<file path="config.mk">
export PLATFORM = sky130hd
export DESIGN_NAME = mcif_write_eg
export DESIGN_NICKNAME = d
export VERILOG_FILES = /design/src/rtl/mcif_write_eg.sv
export SDC_FILE = /design/constraint.sdc
export NUM_CORES = 1
export LEC_CHECK = 0
export CAP_MARGIN = 20
export CELL_PAD_IN_SITES_DETAIL_PLACEMENT = 1
export CELL_PAD_IN_SITES_GLOBAL_PLACEMENT = 1
export CORE_ASPECT_RATIO = 0.75
export CORE_UTILIZATION = 30
export DETAILED_ROUTE_END_ITERATION = 6
export DONT_BUFFER_PORTS = 1
export PLACE_DENSITY = 0.64
export SLEW_MARGIN = 0
export SYNTH_ARGS = -nofsm -noshare
export SYNTH_HDL_FRONTEND = slang
export SYNTH_SLANG_ARGS = --single-unit
</file>
<file path="constraint.sdc">
create_clock -name nvdla_core_clk -period 4.1 [get_ports nvdla_core_clk]
set_clock_uncertainty 0.15 [all_clocks]
set_input_delay 0.82 -clock nvdla_core_clk [delete_from_list [all_inputs] [get_ports nvdla_core_clk]]
set_output_delay 0.82 -clock nvdla_core_clk [all_outputs]
set_load 0.05 [all_outputs]
</file>
<file path="src/rtl/mcif_write_eg.sv">
// rtl/mcif_write_eg.sv - AXI write-response egress: pairs B responses with per-thread completion queues
module mcif_write_eg (
    input  logic       nvdla_core_clk,
    input  logic       nvdla_core_rstn,
    input  logic       noc2mcif_axi_b_bvalid,
    output logic       noc2mcif_axi_b_bready,
    input  logic [7:0] noc2mcif_axi_b_bid,
    input  logic [1:0] noc2mcif_axi_b_bresp,
    input  logic       cq_rd0_pvld,
    input  logic       cq_rd1_pvld,
    input  logic       cq_rd2_pvld,
    input  logic       cq_rd3_pvld,
    input  logic       cq_rd4_pvld,
    output logic       cq_rd0_prdy,
    output logic       cq_rd1_prdy,
    output logic       cq_rd2_prdy,
    output logic       cq_rd3_prdy,
    output logic       cq_rd4_prdy,
    input  logic [2:0] cq_rd0_pd,
    input  logic [2:0] cq_rd1_pd,
    input  logic [2:0] cq_rd2_pd,
    input  logic [2:0] cq_rd3_pd,
    input  logic [2:0] cq_rd4_pd,
    output logic       mcif2bdma_wr_rsp_complete,
    output logic       mcif2sdp_wr_rsp_complete,
    output logic       mcif2pdp_wr_rsp_complete,
    output logic       mcif2cdp_wr_rsp_complete,
    output logic       mcif2rbk_wr_rsp_complete,
    output logic       eg2ig_axi_vld,
    output logic [1:0] eg2ig_axi_len,
    output logic       eg_err_bad_id,
    output logic       eg_err_resp
);

    logic [4:0] pvld;
    logic [2:0] pd [5];
    logic [4:0] prdy;
    logic [4:0] complete;

    logic       pipe_vld;
    logic [3:0] pipe_id;
    logic [1:0] pipe_resp;
    logic       pipe_done;
    logic       id_ok;
    logic       pop;
    logic [2:0] pop_pd;
    logic       capture;
    logic       unused_bid_hi;

    assign pvld  = {cq_rd4_pvld, cq_rd3_pvld, cq_rd2_pvld, cq_rd1_pvld, cq_rd0_pvld};
    assign pd[0] = cq_rd0_pd;
    assign pd[1] = cq_rd1_pd;
    assign pd[2] = cq_rd2_pd;
    assign pd[3] = cq_rd3_pd;
    assign pd[4] = cq_rd4_pd;

    // Upper ID bits carry no thread information.
    assign unused_bid_hi = ^noc2mcif_axi_b_bid[7:4];

    assign id_ok = (pipe_id <= 4'd4);

    always_comb begin
        prdy   = 5'b0;
        pop_pd = 3'b0;
        for (int k = 0; k < 5; k++) begin
            prdy[k] = pipe_vld && (pipe_id == 4'(k)) && pvld[k];
            if (prdy[k]) begin
                pop_pd = pd[k];
            end
        end
    end

    // Out-of-range IDs retire immediately so a bad ID can never wedge the pipe.
    assign pop       = |prdy;
    assign pipe_done = pipe_vld && (!id_ok || pop);
    assign noc2mcif_axi_b_bready = !pipe_vld || pipe_done;
    assign capture   = noc2mcif_axi_b_bvalid && noc2mcif_axi_b_bready;

    assign cq_rd0_prdy = prdy[0];
    assign cq_rd1_prdy = prdy[1];
    assign cq_rd2_prdy = prdy[2];
    assign cq_rd3_prdy = prdy[3];
    assign cq_rd4_prdy = prdy[4];

    assign mcif2bdma_wr_rsp_complete = complete[0];
    assign mcif2sdp_wr_rsp_complete  = complete[1];
    assign mcif2pdp_wr_rsp_complete  = complete[2];
    assign mcif2cdp_wr_rsp_complete  = complete[3];
    assign mcif2rbk_wr_rsp_complete  = complete[4];

    always_ff @(posedge nvdla_core_clk or negedge nvdla_core_rstn) begin
        if (!nvdla_core_rstn) begin
            pipe_vld      <= 1'b0;
            pipe_id       <= 4'b0;
            pipe_resp     <= 2'b0;
            complete      <= 5'b0;
            eg2ig_axi_vld <= 1'b0;
            eg2ig_axi_len <= 2'b0;
            eg_err_bad_id <= 1'b0;
            eg_err_resp   <= 1'b0;
        end else begin
            if (capture) begin
                pipe_vld  <= 1'b1;
                pipe_id   <= noc2mcif_axi_b_bid[3:0];
                pipe_resp <= noc2mcif_axi_b_bresp;
            end else if (pipe_done) begin
                pipe_vld  <= 1'b0;
            end
            eg2ig_axi_vld <= pop;
            if (pop) begin
                eg2ig_axi_len <= pop_pd[2:1];
            end
            complete <= prdy & {5{pop_pd[0]}};
            if (pipe_done && !id_ok) begin
                eg_err_bad_id <= 1'b1;
            end
            if (pipe_done && (pipe_resp != 2'b0)) begin
                eg_err_resp <= 1'b1;
            end
        end
    end

endmodule
</file>
==> impl_results.md <==
- Pre-CTS setup slack: 933 ps
- Die W: 62.2 µm
- Area of the multi-input gates: 365 µm²
- CP startpoint kind: flop
- Clock slew at reported path FFs: 100 ps
- CTS Buf Count: 3
- Later-pin clock latency in the skew report: 290 ps
- Antenna Violating Nets Remaining: 0
- Fraction of the mapped netlist area in compound gates: 15.5%
- Status: complete, no violations
- Vias per cell: 5.08
- Initial antenna violation count: 0
- # diodes: 0
- First-pass GRT wire length: 2940 µm
- Post-synthesis simple-gate area fraction: 20.1%
- Total power draw: 0.558 mW
- Drt initial violations: 17
- Syn Std Cell Area: 816 µm²
- Post-synth top area cell: dfrtp_1
- Cts hold-fix bufs: 0
- Wire length per cell: 16.9 µm
- RSZ-0062 raised after global routing: no
- DP Cell Count: 105
- Die ar.: 0.00293 mm²
- Critical path arrival: 2400 ps
- Largest stage delay, worst path: 710 ps
- Final setup TNS: 0 ps
- Worst-path fanout max: 6
- EDFF count, synth: 0
- CP Class: reg -> out
- Gr ovfl total: 0
- Layout cells sized above 1: 22.7%
- Maximum clock rate: 297 MHz
- XOR/XNOR share of the synthesized area: 0%
- Area share of the largest cell type after synthesis: 52.1%
- # IOs: 49
- Total Routed Length: 1840 µm
- Main area contributors after synthesis: dfrtp_1 (52%), mux2_4 (9.2%), a221o_1 (3.7%)
- Number of global-route vias before repair: 600
- Largest family of logic cells by synthesized area: simple AND/OR/NAND/NOR gates
- Crit-path slowest cell: and4b_1
- Clock root buffer: clkbuf_4
- First-pass DRT Iterations: 4
- Mux contribution to synthesized area: 9.20%
- PD cells: 621 mW/mm²
- Max-slew violation count: 0
- Hold Slack: 54.9 ps
- Row cnt: 15
- Critical-path cell list: nor3b_1, and4b_1, nor4_4, inv_2, nor2_1, inv_1
- Commonest cells in the netlist: dfrtp_1 (17), nor2_1 (6), mux2_4 (5)
- Mapped Cells: 70
- Yosys warning count: 0
- Dpl hpwl: 1420 µm
- Critical R2R Capture: pipe_resp[1]
- Count leader, synth: dfrtp_1
- Utilization after layout: 36.8%
- Worst-Margin Slew: 714 ps
- Post-CTS Setup Bufs: 0
- Clk sink count: 17
- Pin count of the biggest net entering global routing: 18
- Setup-failing EPs final: 0
- Initial Util: 33.4%
- Post-synthesis register bit count: 17
- Final worst path period need: 3370 ps
- H-tree lvl count: 1
- I/O Buffers: 0
- Final Hold Fails: 0
- # Max-Cap Violations: 0
- IR drop worst, VDD: 0.248 mV
- Final Non-Filler Cells: 109
- Cts repair resizes: 0
- DP Area: 871 µm²
- Max clock buf depth: 2
- Die Ht: 47.2 µm
- Adder-Cell Fraction of Synth Area: 0%
- Vias: 554
- Reg2reg start: pipe_vld
- Path depth of the worst reg2reg path: 6
- Mapped Avg Cell Area: 11.7 µm²
- Register area share after synthesis: 52.1%
- GR Util All Layers: 14.1%
- CTS tree: yes
- Final instance area: 898 µm²
- Distinct cells, synth: 29
- Fraction of registers with async set/reset: 100%
- Fillcell total: 277
- Slew margin rel.: 52.4%
- Req. time, crit path: 3130 ps
- Hold WC Path Type: in -> async
- P_leak: 0.411 nW
- Area grow syn2layout: 10.1%
- Setup slack after layout: 731 ps
- Reg area: 425 µm²
- Tcrit/Tclk final: 82.2%
- DRC Markers: 0
- Post-Syn Nets: 103
- Worst Setup End Kind: output pin
- Most common flop cell mapped by yosys: dfrtp_1
- R2R setup slack: 1610 ps
- Final nets: 109
- Core ar.: 0.00244 mm²
- Routability congestion estimate: 0.717
-- where the power goes --
group | internal, mW | switching, mW | total (mW)
Sequential | 0.205 | 0.0908 | 0.296
Clock | 0.0363 | 0.0539 | 0.0902
Combinational | 0.0775 | 0.0950 | 0.172
Total | 0.319 | 0.240 | 0.558
-- sequential cells by signal (all words and copies together), names as in the netlist --
name           count
pipe_resp          2
eg_err_bad_id      1
pipe_vld           1
eg_err_resp        1
eg2ig_axi_len      2
eg2ig_axi_vld      1
pipe_id            4
complete           5
-- kinds of logic after synthesis --
group	after synthesis
AND/OR/NAND/NOR	26
flip-flops	17
AO/OA/AOI/OAI	16
buffers and inverters	6
multiplexers	5
-- how the worst max path moves through the flow --
stage	slack, ps	depth (start not counted)	startpoint	end
floorplan	710	6	cq_rd4_pvld	noc2mcif_axi_b_bready
global placement	950	5	cq_rd1_pvld	noc2mcif_axi_b_bready
detailed placement	930	5	cq_rd1_pvld	noc2mcif_axi_b_bready
CTS	650	6	pipe_vld	noc2mcif_axi_b_bready
global route	490	6	pipe_vld	noc2mcif_axi_b_bready
finish	730	6	pipe_vld	noc2mcif_axi_b_bready
-- per-layer routing --
metal,track usage (%),share of wire [%],wire length [µm],vias up
met5,0,0,0,-
met4,2.79,0,0,0
met3,8.25,10,190,0
met2,20.0,43,789,24
met1,18.6,47,862,271
li1,-,-,-,259
-- critical path, delay by kind of cell (launching register included) --
| family | cells | cell delay, ps |
|---|---|---|
| simple gates | 4 | 1190 |
| buf+inv | 2 | 460 |
| flops | 1 | 450 |
-- layout make-up --
cell class,instances,share of cell area (%)
clock inverter,1,0.557
timing repair buffer,3,2.51
multi-input combinational,47,40.7
inverter,4,1.67
clock buffer,3,2.51
sequential,17,47.4
tap,34,4.74
-- cell usage in the layout (no fill, tap or decap), types with 2 or more instances in the layout --
| cell | netlist | layout |
|---|---|---|
| dfrtp_1 | 17 | 17 |
| nor2_1 | 6 | 6 |
| mux2_4 | 5 | 5 |
| nand2_1 | 4 | 4 |
| and2_1 | 4 | 4 |
| a21oi_1 | 3 | 3 |
| inv_1 | 3 | 3 |
| a221o_1 | 3 | 3 |
| clkbuf_4 | 0 | 3 |
| buf_4 | 0 | 3 |
| or2_2 | 2 | 2 |
| a21o_1 | 2 | 2 |
| o21ai_0 | 2 | 2 |
Power figures use the tool's default switching activity.
